$ cat config.mk
export PLATFORM = sky130hd
export DESIGN_NAME = rf_wb_serializer_flat
export DESIGN_NICKNAME = d
export VERILOG_FILES = /design/src/rtl/rf_wb_serializer_if.sv /design/src/rtl/rf_wb_serializer.sv /design/src/flat_wrapper.sv
export SDC_FILE = /design/constraint.sdc
export NUM_CORES = 1
export LEC_CHECK = 0
export ABC_AREA = 1
export CAP_MARGIN = 10
export CORE_UTILIZATION = 30
export DETAILED_ROUTE_END_ITERATION = 10
export PLACE_DENSITY_LB_ADDON = 0.25
export SYNTH_ARGS = -nofsm -noshare
export SYNTH_HDL_FRONTEND = slang
export SYNTH_SLANG_ARGS = --single-unit
$ cat constraint.sdc
create_clock -name clk -period 4.6 [get_ports clk]
set_clock_uncertainty 0.1 [all_clocks]
set_input_delay 0.92 -clock clk [delete_from_list [all_inputs] [get_ports clk]]
set_output_delay 0.92 -clock clk [all_outputs]
set_load 0.03 [all_outputs]
$ cat src/rtl/rf_wb_serializer_if.sv
// Write-back request channels, RAM write port and queue status for rf_wb_serializer.
// Handshake: a channel transfers on a posedge where valid & ready are both 1; ready never depends on valid.
interface rf_wb_serializer_if #(
    parameter int WIDTH  = 32,
    parameter int DEPTH  = 4,
    parameter int ADDR_W = 4
);
    localparam int CNT_W = $clog2(DEPTH) + 1;
    localparam int NADDR = 1 << ADDR_W;

    logic              wr0_valid;
    logic              wr0_ready;
    logic [ADDR_W-1:0] wr0_addr;
    logic [WIDTH-1:0]  wr0_data;
    logic              wr1_valid;
    logic              wr1_ready;
    logic [ADDR_W-1:0] wr1_addr;
    logic [WIDTH-1:0]  wr1_data;
    logic              ram_wea;
    logic [ADDR_W-1:0] ram_addrw;
    logic [WIDTH-1:0]  ram_din;
    logic [NADDR-1:0]  pend_mask;
    logic [CNT_W-1:0]  q_count;

    modport master (
        output wr0_valid, wr0_addr, wr0_data,
        output wr1_valid, wr1_addr, wr1_data,
        input  wr0_ready, wr1_ready,
        input  ram_wea, ram_addrw, ram_din, pend_mask, q_count
    );

    modport slave (
        input  wr0_valid, wr0_addr, wr0_data,
        input  wr1_valid, wr1_addr, wr1_data,
        output wr0_ready, wr1_ready,
        output ram_wea, ram_addrw, ram_din, pend_mask, q_count
    );
endinterface

$ cat src/rtl/rf_wb_serializer.sv
// Two-channel write-back queue draining one write per cycle into a single RAM write port.
// Optional macro WB_BYPASS_EN: an empty queue lets wr0 drive the RAM port in its accept cycle.
module rf_wb_serializer #(
    parameter int WIDTH  = 32,
    parameter int DEPTH  = 4,
    parameter int ADDR_W = 4
) (
    input logic               clk,
    input logic               rst,
    rf_wb_serializer_if.slave wb
);
    localparam int PTR_W = $clog2(DEPTH);
    localparam int CNT_W = PTR_W + 1;
    localparam int NADDR = 1 << ADDR_W;

    logic [ADDR_W-1:0] addr_q [DEPTH];
    logic [WIDTH-1:0]  data_q [DEPTH];
    logic [PTR_W-1:0]  rd_ptr_q, rd_ptr_d;
    logic [PTR_W-1:0]  wr_ptr_q, wr_ptr_d;
    logic [CNT_W-1:0]  count_q, count_d;
    logic [PTR_W-1:0]  slot1;
    logic [PTR_W-1:0]  off;
    logic [NADDR-1:0]  pend;
    logic              acc0, acc1, push0, push1, pop, byp;

    // Readiness comes from registered occupancy only; the same-cycle drain is not credited.
    assign wb.wr0_ready = (count_q <= CNT_W'(DEPTH - 1));
    assign wb.wr1_ready = (count_q <= CNT_W'(DEPTH - 2));

    assign acc0 = wb.wr0_valid & wb.wr0_ready;
    assign acc1 = wb.wr1_valid & wb.wr1_ready;
    assign pop  = (count_q != '0);

`ifdef WB_BYPASS_EN
    assign byp = acc0 & ~pop & ~rst;
`else
    assign byp = 1'b0;
`endif

    assign push0 = acc0 & ~byp;
    assign push1 = acc1;
    // wr1 lands behind wr0 when both push, otherwise in the first free slot.
    assign slot1 = wr_ptr_q + PTR_W'(push0);

    assign rd_ptr_d = rd_ptr_q + PTR_W'(pop);
    assign wr_ptr_d = wr_ptr_q + PTR_W'(push0) + PTR_W'(push1);
    assign count_d  = count_q + CNT_W'(push0) + CNT_W'(push1) - CNT_W'(pop);

    always_comb begin
        wb.ram_wea   = pop;
        wb.ram_addrw = addr_q[rd_ptr_q];
        wb.ram_din   = data_q[rd_ptr_q];
        if (byp) begin
            wb.ram_wea   = 1'b1;
            wb.ram_addrw = wb.wr0_addr;
            wb.ram_din   = wb.wr0_data;
        end
    end

    // An entry is live when its distance from the head is below the occupancy.
    always_comb begin
        pend = '0;
        off  = '0;
        for (int i = 0; i < DEPTH; i++) begin
            off = PTR_W'(i) - rd_ptr_q;
            if ({1'b0, off} < count_q) begin
                pend[addr_q[i]] = 1'b1;
            end
        end
    end

    assign wb.pend_mask = pend;
    assign wb.q_count   = count_q;

    always_ff @(posedge clk) begin
        if (push0) begin
            addr_q[wr_ptr_q] <= wb.wr0_addr;
            data_q[wr_ptr_q] <= wb.wr0_data;
        end
        if (push1) begin
            addr_q[slot1] <= wb.wr1_addr;
            data_q[slot1] <= wb.wr1_data;
        end
    end

    always_ff @(posedge clk or posedge rst) begin
        if (rst) begin
            rd_ptr_q <= '0;
            wr_ptr_q <= '0;
            count_q  <= '0;
        end else begin
            rd_ptr_q <= rd_ptr_d;
            wr_ptr_q <= wr_ptr_d;
            count_q  <= count_d;
        end
    end

    count_bound_a: assert property (@(posedge clk) disable iff (rst) count_q <= CNT_W'(DEPTH));
endmodule
$ cat src/flat_wrapper.sv
// flat-port wrapper written by rule: the top's interface ports become plain ports
module rf_wb_serializer_flat 
#(
    parameter int WIDTH  = 32,
    parameter int DEPTH  = 4,
    parameter int ADDR_W = 4
)
  (clk, rst, wb_wr0_valid, wb_wr0_addr, wb_wr0_data, wb_wr1_valid, wb_wr1_addr, wb_wr1_data, wb_wr0_ready, wb_wr1_ready, wb_ram_wea, wb_ram_addrw, wb_ram_din, wb_pend_mask, wb_q_count);
  rf_wb_serializer_if #(.WIDTH(WIDTH), .DEPTH(DEPTH), .ADDR_W(ADDR_W)) wb_i ();
  input logic clk;
  input logic rst;
  input wire logic [$bits(wb_i.wr0_valid)-1:0] wb_wr0_valid;
  input wire logic [$bits(wb_i.wr0_addr)-1:0] wb_wr0_addr;
  input wire logic [$bits(wb_i.wr0_data)-1:0] wb_wr0_data;
  input wire logic [$bits(wb_i.wr1_valid)-1:0] wb_wr1_valid;
  input wire logic [$bits(wb_i.wr1_addr)-1:0] wb_wr1_addr;
  input wire logic [$bits(wb_i.wr1_data)-1:0] wb_wr1_data;
  output wire logic [$bits(wb_i.wr0_ready)-1:0] wb_wr0_ready;
  output wire logic [$bits(wb_i.wr1_ready)-1:0] wb_wr1_ready;
  output wire logic [$bits(wb_i.ram_wea)-1:0] wb_ram_wea;
  output wire logic [$bits(wb_i.ram_addrw)-1:0] wb_ram_addrw;
  output wire logic [$bits(wb_i.ram_din)-1:0] wb_ram_din;
  output wire logic [$bits(wb_i.pend_mask)-1:0] wb_pend_mask;
  output wire logic [$bits(wb_i.q_count)-1:0] wb_q_count;
  assign wb_i.wr0_valid = wb_wr0_valid;
  assign wb_i.wr0_addr = wb_wr0_addr;
  assign wb_i.wr0_data = wb_wr0_data;
  assign wb_i.wr1_valid = wb_wr1_valid;
  assign wb_i.wr1_addr = wb_wr1_addr;
  assign wb_i.wr1_data = wb_wr1_data;
  assign wb_wr0_ready = wb_i.wr0_ready;
  assign wb_wr1_ready = wb_i.wr1_ready;
  assign wb_ram_wea = wb_i.ram_wea;
  assign wb_ram_addrw = wb_i.ram_addrw;
  assign wb_ram_din = wb_i.ram_din;
  assign wb_pend_mask = wb_i.pend_mask;
  assign wb_q_count = wb_i.q_count;
  rf_wb_serializer #(.WIDTH(WIDTH), .DEPTH(DEPTH), .ADDR_W(ADDR_W)) u_core (.clk(clk), .rst(rst), .wb(wb_i));
endmodule
==> impl_results.md <==
- Seq/Total Area, Yosys: 0.495
- Post-synth EDFFs: between 100 and 150
- Final setup margin: 0.507 ns
- RSZ-0062 raised after global routing: no
- Vias per std cell: roughly 5.3
- Synth Flop Type: edfxtp_1
- Syn nets: 1217
- Setup Fix Bufs, Post-CTS: 0
- Crit end category: output pin
- Crit path launch type: flop
- GPL Wtd Cong: 0.905
- Synth cell count leaders: 465 x nand2_1, 153 x nand4_1, 144 x edfxtp_1, 79 x nor2_1, 78 x nand3_1
- Most common cell in the synthesized netlist: nand2_1
- Synth area leaders: edfxtp_1 48%, nand2_1 19%, nand4_1 11%
- Post_cts resized: 0
- Final Max Slew Viols: 0
- Hold WC Path Type: flop to flop
- Area of the multi-input gates: 4040 µm²
- Initial antenna violation count: 0
- Grt total ovfl: 0
- Crit path max fanout: 9
- H-Tree Depth: 4
- Largest net degree at the start of global routing: 85
- Status: completed
- CP bufs+invs: 4
- Share of layout cells above drive strength 1: 0.0621
- Crit path DAT: approximately 3.1 ns
- Post-Place Worst Slack: ~0.94 ns
- Root Driver: clkbuf_16
- Clk buf depth: 2
- Worst-margin pin slew: a little over 0.9 ns
- Worst-Skew Late Latency: 0.42 ns
- Count of final hold-check violations: 0
- Hold_buf cts: 0
- Syn_area_per_cell: 8.05 µm²
- # diodes: 0
- Synthesized area: 9090 µm²
- Nets@finish: about 1.3k
- GRT Total Usage: 0.194
- Clock sink count: around 150
- IO Count: ~130
- Final non-filler cell area: ~11000 µm²
- Routed len/inst: roughly 18 µm
- CTS tree: done
- Fraction of registers with async set/reset: 0.0464
- Worst path required time: about 3.6 ns
- Post-synth top area share: 0.476
- Die ar.: ~31000 µm²
- Row count: 63
- Max transition margin: 0.394
- Final min period: 4.09 ns
- Largest delay contributor family on the critical path: simple AND/OR/NAND/NOR gates
- Mapped Cells: about 1.1k
- Power Density: about 740 nW/µm²
- Dpl hpwl: 18.3 mm
- Clock edge transition at the registers on the reported setup and hold paths: roughly 0.060 ns
- Top cell type by total area after synthesis: edfxtp_1
- CP max stage cell: clkdlybuf4s50_1
- CP max stage delay: approximately 0.66 ns
- WS Path Type: flop to output pin
- R2R Setup Slk: about 1.5 ns
- Die span in x: 176 µm
- Via Count: 8571
- IR drop worst, VDD: 0.000376 V
- Die H: 176 µm
- Fmax achieved: 244 MHz
- Post-route ant nets: 0
- FILL cells: approximately 3.0k
- Cts bufs inserted: 17
- First-pass GRT wire length: approximately 46 mm
- Total Power: about 8.5 mW
- PortBufs: 133
- Area delta synth->final: 25.4%
- Initial Utilization: 0.306
- Final non-filler cell total: 1630
- Vias in the first global route: between 8k and 9k
- Tcrit/Tclk final: 0.890
- Worst path cell trace: inv_2 -> nor2_4 -> nor2_1 -> inv_1 -> ha_1 -> inv_1 -> nor2_1 -> nand2_1 -> nand2_1 -> nor2_1 -> nor2_1 -> nand2_1 -> clkdlybuf4s50_1
- Yosys warns: 0
- Endpoints failing setup: 0
- Drt drc: 0
- Seq cells post-synth: 151
- FF+latch area: about 4500 µm²
- Area after DPL: 10800 µm²
- Cell mode on critical path: nor2_1
- Pleak: ~4.8 nW
- Area of the core: 29700 µm²
- First-pass DRT Iterations: 6
- Starting DRT DRC Count: 786
- Maxcap violations: 0
- Setup TNS: 0 ns
- Synth unique cells: 27
- Routed wire length: around 30 mm
- Post-Place Cells: approximately 1.6k
-- cells by family after synthesis --
| kind of cell | Yosys count | share of synthesized area |
|---|---|---|
| AOI/OAI and AO/OA | 38 | 0.0318 |
| xor gates and xnor gates | 3 | 0.00289 |
| adders and majority gates | 12 | 0.0182 |
| buffers and inverters | 136 | 0.0637 |
| DFF | 151 | 0.495 |
| and+or+nand+nor | 789 | 0.388 |
-- metal layers --
layer	global-route usage	part of all wire
met5	0	0
met4	0.0547	0.016
met3	0.0276	0.072
met2	0.318	0.48
met1	0.265	0.44
-- final timing paths --
kind,to,cells past startpoint,start
setup reg to reg,u_core.data_q[1][8],8,u_core.wb.q_count[1]
setup / recovery,wb_pend_mask[1],13,u_core.rd_ptr_q[0]
hold / removal,u_core.rd_ptr_q[1],1,u_core.rd_ptr_q[1]
hold reg to reg,u_core.rd_ptr_q[1],1,u_core.rd_ptr_q[1]
min in group asynchronous,u_core.wb.q_count[1],2,rst
max in group asynchronous,u_core.wr_ptr_q[1],2,rst
-- state kept, by name, summed over array words and instances (netlist names) --
register           cells
u_core.wr_ptr_q        2
u_core.addr_q         16
u_core.data_q        128
u_core.rd_ptr_q        2
u_core.wb.q_count      3
-- through the flow --
stage | hold WS [ns] | util
5_1_grt | 0.643 | 0.384
6_report | 0.588 | 0.384
3_5_place_dp | 0.580 | 0.363
4_1_cts | 0.595 | 0.384
2_1_floorplan | 0.484 | -
3_3_place_gp | 0.566 | 0.363
-- power breakdown --
group,switching [mW],internal (mW)
clock,0.587,0.859
combinational,3.40,1.41
sequential,0.172,2.05
total,4.16,4.32
-- area by class of cell --
class                           instances  share of cell area
Clock inverter                         14              0.0154
Inverter                               62              0.0204
Multi-Input combinational cell        842               0.355
Sequential cell                       151               0.395
Tap cell                              390              0.0428
Clock buffer                           18              0.0377
Timing Repair Buffer                  153               0.134
-- cell usage in the layout (no fill, tap or decap) --
| cell | instances |
|---|---|
| xnor2_1 | 1 |
| nand3_2 | 3 |
| clkinv_1 | 2 |
| nand2_1 | 461 |
| a22oi_1 | 32 |
| clkbuf_16 | 17 |
| fa_1 | 2 |
| inv_1 | 54 |
| a31oi_1 | 1 |
| bufinv_16 | 3 |
| nand4_1 | 153 |
| edfxtp_1 | 144 |
| clkdlybuf4s50_1 | 132 |
| nand3_1 | 78 |
| nand3_4 | 2 |
| a21boi_0 | 1 |
| ha_1 | 10 |
| nand2_2 | 6 |
| buf_12 | 4 |
| nor2_1 | 78 |
| clkbuf_1 | 1 |
| clkinv_2 | 1 |
| nand2_4 | 1 |
| nor2_4 | 7 |
| dfrtp_1 | 7 |
| inv_6 | 3 |
| clkinv_4 | 4 |
| o2111ai_1 | 4 |
| inv_2 | 7 |
| xor2_1 | 2 |
| buf_4 | 17 |
| clkinvlp_4 | 2 |
-- worst register-to-register path, stage by stage (launching register included) --
cell     delay (ns)
dfrtp_1        0.42
inv_1          0.27
ha_1           0.22
inv_2          0.05
nand2_4        0.07
buf_4          0.59
buf_4          0.84
nand4_1        0.28
nand2_1        0.14
Note: power is estimated with default switching activity, not from simulation.
